## config.mk

```make
export PLATFORM = sky130hd
export DESIGN_NAME = fifo_wr_arbiter
export DESIGN_NICKNAME = d
export VERILOG_FILES = /design/src/rtl/fifo_wr_arbiter.sv
export SDC_FILE = /design/constraint.sdc
export NUM_CORES = 1
export LEC_CHECK = 0
export BUFFER_PORTS_ARGS = -buffer_cell sky130_fd_sc_hd__buf_4
export CAP_MARGIN = 10
export CORE_MARGIN = 2
export CORE_UTILIZATION = 39
export DETAILED_ROUTE_END_ITERATION = 12
export PLACE_DENSITY_LB_ADDON = 0.3
export SYNTH_ARGS = -nofsm -noshare
export SYNTH_HDL_FRONTEND = slang
export SYNTH_SLANG_ARGS = --single-unit
```

## constraint.sdc

```tcl
create_clock -name clk -period 1.7 [get_ports clk]
set_input_delay 0.255 -clock clk [delete_from_list [all_inputs] [get_ports clk]]
set_output_delay 0.255 -clock clk [all_outputs]
set_load 0.05 [all_outputs]
```

## src/rtl/fifo_wr_arbiter.sv

```systemverilog
// Round-robin arbiter sharing one fifo write port between N_REQ producers.
// A grant is locked for a burst, ending on src_last, the beat cap or an idle timeout.
module fifo_wr_arbiter #(
    parameter int N_REQ     = 4,
    parameter int DW        = 16,
    parameter int MAX_BURST = 8,
    parameter int TMO       = 16,
    localparam int IDW = (N_REQ > 1) ? $clog2(N_REQ) : 1,
    localparam int BCW = $clog2(MAX_BURST + 1),
    localparam int TCW = $clog2(TMO + 1)
) (
    input  logic                clk,
    input  logic                rstn,
    input  logic [N_REQ-1:0]    src_valid,
    input  logic [N_REQ*DW-1:0] src_data,
    input  logic [N_REQ-1:0]    src_last,
    output logic [N_REQ-1:0]    src_ready,
    output logic [DW-1:0]       fifo_din,
    output logic                fifo_writep,
    input  logic                fifo_fullp,
    output logic [IDW-1:0]      grant_id,
    output logic                busy
);

    // state | meaning
    // IDLE  | no grant held; pick the next requester at or after rr_ptr
    // BUSY  | grant held by grant_id; beats forwarded to the fifo
    typedef enum logic {IDLE, BUSY} state_t;

    state_t             state_q, state_d;
    logic [N_REQ-1:0]   grant_oh_q, grant_oh_d;
    logic [IDW-1:0]     grant_id_q, grant_id_d;
    logic [IDW-1:0]     rr_ptr_q, rr_ptr_d;
    logic [BCW-1:0]     burst_cnt_q, burst_cnt_d;
    logic [TCW-1:0]     tmo_cnt_q, tmo_cnt_d;

    logic               pick_vld;
    logic [IDW-1:0]     pick_id;
    logic [IDW-1:0]     rr_next;
    logic [DW-1:0]      g_data;
    logic               g_valid;
    logic               g_last;
    logic               beat;
    logic               burst_end;
    logic               tmo_end;
    logic               release_grant;

    // Scan from the highest offset down so the lowest offset from rr_ptr wins.
    always_comb begin
        int idx;
        idx      = 0;
        pick_vld = 1'b0;
        pick_id  = '0;
        for (int k = N_REQ - 1; k >= 0; k--) begin
            idx = (int'(rr_ptr_q) + k) % N_REQ;
            if (src_valid[IDW'(idx)]) begin
                pick_vld = 1'b1;
                pick_id  = IDW'(idx);
            end
        end
    end

    always_comb begin
        g_data = '0;
        for (int i = 0; i < N_REQ; i++) begin
            if (grant_oh_q[i]) begin
                g_data = src_data[i*DW +: DW];
            end
        end
    end

    assign g_valid   = |(src_valid & grant_oh_q);
    assign g_last    = |(src_last & grant_oh_q);
    assign beat      = (state_q == BUSY) & g_valid & ~fifo_fullp;
    assign burst_end = (burst_cnt_q == BCW'(MAX_BURST - 1));
    assign tmo_end   = (tmo_cnt_q == TCW'(TMO - 1));
    assign rr_next   = (grant_id_q == IDW'(N_REQ - 1)) ? '0 : grant_id_q + 1'b1;

    // Back-pressure freezes both counters; only a genuinely absent beat counts as idle.
    assign release_grant = (beat & (g_last | burst_end))
                         | ((state_q == BUSY) & tmo_end & ~g_valid & ~fifo_fullp);

    always_comb begin
        state_d     = state_q;
        grant_oh_d  = grant_oh_q;
        grant_id_d  = grant_id_q;
        rr_ptr_d    = rr_ptr_q;
        burst_cnt_d = burst_cnt_q;
        tmo_cnt_d   = tmo_cnt_q;
        case (state_q)
            IDLE: begin
                if (pick_vld) begin
                    state_d     = BUSY;
                    grant_id_d  = pick_id;
                    grant_oh_d  = N_REQ'(1) << pick_id;
                    burst_cnt_d = '0;
                    tmo_cnt_d   = '0;
                end
            end
            BUSY: begin
                if (release_grant) begin
                    state_d     = IDLE;
                    grant_oh_d  = '0;
                    rr_ptr_d    = rr_next;
                    burst_cnt_d = '0;
                    tmo_cnt_d   = '0;
                end else if (beat) begin
                    burst_cnt_d = burst_cnt_q + 1'b1;
                    tmo_cnt_d   = '0;
                end else if (~g_valid & ~fifo_fullp) begin
                    tmo_cnt_d   = tmo_cnt_q + 1'b1;
                end
            end
            default: begin
                state_d    = IDLE;
                grant_oh_d = '0;
            end
        endcase
    end

    always_ff @(posedge clk or negedge rstn) begin
        if (!rstn) begin
            state_q     <= IDLE;
            grant_oh_q  <= '0;
            grant_id_q  <= '0;
            rr_ptr_q    <= '0;
            burst_cnt_q <= '0;
            tmo_cnt_q   <= '0;
        end else begin
            state_q     <= state_d;
            grant_oh_q  <= grant_oh_d;
            grant_id_q  <= grant_id_d;
            rr_ptr_q    <= rr_ptr_d;
            burst_cnt_q <= burst_cnt_d;
            tmo_cnt_q   <= tmo_cnt_d;
        end
    end

    assign fifo_writep = beat;
    assign fifo_din    = g_data;
    assign src_ready   = grant_oh_q & {N_REQ{beat}};
    assign grant_id    = grant_id_q;
    assign busy        = (state_q == BUSY);

endmodule

```

==> impl_metrics.py <==
metrics = {
    "outcome": {
        "status": "finished with violations",
        "violations": "setup timing",
    },
    "logic_synthesis": {
        "ys_seq_area_share_pct": 28.8,
        "synth_top_area_share_pct": 28.8,
        "synth.most_common_cell": "nand2_1",
        "synth.cell_area_um2": 1560,
        "synth_top_cell_by_area": "dfrtp_1",
        "synth_area_leaders": "dfrtp_1, a221oi_1, o31ai_1",
        "ys_async_sr_fraction_pct": 100,
        "yosysUniqueCellTypes": 41,
        "ys_seq_elements": 18,
        "yosysWarnings": 0,
        "synthCells": 187,
        "avgSynthCellArea_um2": 8.35,
        "yosys_most_used_dff": "dfrtp_1",
        "synth_edf_count": 0,
        "syn_nets": 266,
        "synth_common_cells": "nand2_1, dfrtp_1, nor2b_1, o31ai_1, a221oi_1",
    },
    "pwr": {
        "powerDensity_nw_per_um2": 1740,
        "ir_drop_mv": 1.13,
        "p_leak_uw": 0.00140,
    },
    "placed_design": {
        "hpwl_um": 4470,
        "routabilityCongestion": 0.854,
        "io_buffers": 98,
        "dpl-instance-area_um2": 2770,
    },
    "floorplan": {
        "die_h_um": 67.3,
        "dieArea_um2": 4530,
        "core-area_um2": 3740,
        "io_pins": 99,
        "start_util_pct": 41.7,
        "num_rows": 22,
        "die_w_um": 67.3,
    },
    "final_layout": {
        "fin_util_pct": 85.9,
        "synthToLayoutAreaGrowth_pct": 106,
        "stdcell_area_um2": 3210,
        "finish.net_count": 381,
        "diodes": 0,
        "drive_gt1_share_pct": 65.1,
    },
    "sta": {
        "fin_setup_tns_ns": -2.58,
        "fmaxAchievable_ghz": 0.530,
        "setup_viol": 26,
        "fin_crit_sh_pct": 111,
        "rsz0062_at_grt": "yes",
        "period_needed_ns": 1.89,
        "skew_ns": 0.00379,
        "hold_viol_final": 0,
        "setup_slack_ns": -0.187,
        "maxSlewViolCount": 0,
        "relSlewSlack_pct": 73.2,
        "worstMarginPinSlew_ns": 0.399,
    },
    "clocking": {
        "clock-root-buffer": "clkbuf_8",
        "ctsHtreeMaxLevel": 1,
        "clockBufferDepth": 2,
        "clk_latency_ns": 0.26,
        "numCtsBuffers": 3,
        "cts.reportedPaths.clkPinSlew_ns": 0.07,
        "numClockSinks": 18,
        "cts_tree": "built",
    },
    "route": {
        "drtPass1Iterations": 4,
        "route.detailed.drc": 0,
        "wl_per_cell_um": 20.0,
        "dr_wl_met2_um": 3710,
        "wl_met1_um": 2500,
        "vias": 2047,
        "antenna_left": 0,
        "top_layer": "met4",
        "drt_iter0_drc": 104,
        "vias_per_cell": 5.87,
        "routed_wl_um": 6970,
        "wl_met3_um": 556,
    },
    "setup_path": {
        "crit_top_cell": "buf_6",
        "cp_data_required_time_ns": 1.44,
        "startpoint": "grant_oh_q[1]",
        "path_max_fanout": 6,
        "path_class": "reg2out",
        "crit_arrival_ns": 1.63,
        "path_buf_inv": 2,
        "crit_slowest_cell": "dfrtp_2",
        "critPathTopFamily": "flip-flops",
        "worst_setup_path_end_kind": "primary output",
        "reg2reg_from": "tmo_cnt_q[1]",
        "start_kind": "flop",
        "r2r-end": "burst_cnt_q[3]",
        "crit_path_max_incr_delay_ns": 0.46,
        "r2r_setup_slack_ns": -0.08,
        "r2r_cells": 7,
        "crit_path_cell_trace": "nor2b_4, buf_6, a221oi_2, o31ai_4, buf_6",
    },
    "global_route": {
        "grt_usage_pct": 27.1,
        "antenna_found_initial": 0,
        "overflow": 0,
        "grt_max_degree": 36,
        "grt_pass1_vias": 1963,
        "grt_pass1_wl_um": 9330,
    },
    "min_path": {
        "min_path_type": "in2async",
    },
    "job": {
        "maxCapViolations": 0,
    },
}
[worst max-delay path by stage]
stage,depth (start not counted),slack (ns),endpoint
after detailed placement,5,-0.05,tmo_cnt_q[1]
after CTS,5,-0.13,fifo_din[0]
final,5,-0.19,fifo_din[12]
after global placement,5,-0.02,tmo_cnt_q[0]
after global routing,5,-0.21,fifo_din[12]
after floorplan,6,-0.05,rr_ptr_q[0]
[metal layers]
metal  up-vias  global-route usage [%]
met3        21                    6.17
met1       987                    30.3
li1        934                       -
met4         0                    8.42
met5         -                       0
met2       105                    50.5
[repair_timing]
item | 4_1_cts | 5_1_grt
buffers inserted | 6 | 4
gates resized for setup | 62 | 27
pin swaps | 4 | 6
endpoints found under the setup margin | 30 | 37
gates cloned | 1 | 0
hold endpoints to repair | 18 | 0
hold buffers | 1 | 0
[cell usage in the layout, fill, tap and decap left out, types with 4 or more instances in the layout]
cell	Yosys	routed
nor2b_1	18	17
buf_8	0	5
nand2_1	30	29
buf_6	3	25
inv_1	5	5
a221oi_2	1	13
clkbuf_8	0	4
a221oi_4	0	4
o31ai_4	0	16
buf_4	0	92
dfrtp_1	18	15
o32ai_2	0	4
[area by class of cell]
class / instances / area (um^2)
fill: 176 / 529
multi-input combinational: 149 / 1530
clock buffer: 4 / 55.1
timing repair buffer: 125 / 1100
tap: 48 / 60.1
sequential: 18 / 457
inverter: 5 / 18.8
[stage by stage]
| stage | total power [uW] | hold slack (ns) | setup WS (ns) | std cells |
|---|---|---|---|---|
| after floorplan | 3280 | -0.0406 | -0.0506 | 187 |
| after global placement | 4400 | 0.139 | -0.0157 | 345 |
| after detailed placement | 4480 | 0.140 | -0.0525 | 345 |
| after CTS | 5190 | 0.405 | -0.131 | 345 |
| after global routing | 5820 | 0.418 | -0.206 | 349 |
| final | 5580 | 0.395 | -0.187 | 349 |
[logic make-up after synthesis]
kind of cell    share of synthesized area (%)
mux                                      2.08
fa+ha+maj                                3.21
xor+xnor                                 1.12
flops                                    28.8
compound gates                           33.5
simple gates                             24.8
buf+inv                                  6.41
[registers in the layout, indices dropped and copies added (netlist names)]
register	flops
busy	1
tmo_cnt_q	5
burst_cnt_q	4
rr_ptr_q	2
grant_oh_q	4
grant_id	2
[worst reg2reg max path, delay by kind of cell (launching register included)]
kind	cells	cell delay (ns)
buffers and inverters	1	0.16
AO/OA/AOI/OAI	3	0.56
AND/OR/NAND/NOR	1	0.20
flip-flops	1	0.39
adder cells (fa/ha/maj)	2	0.38
[power breakdown]
| group | internal [uW] | switching [uW] | leakage (uW) |
|---|---|---|---|
| Combinational | 1880 | 2570 | 0.00114 |
| Clock | 206 | 160 | 0.0000288 |
| Sequential | 578 | 183 | 0.000231 |
No activity file was read; power rests on OpenSTA's default activity.
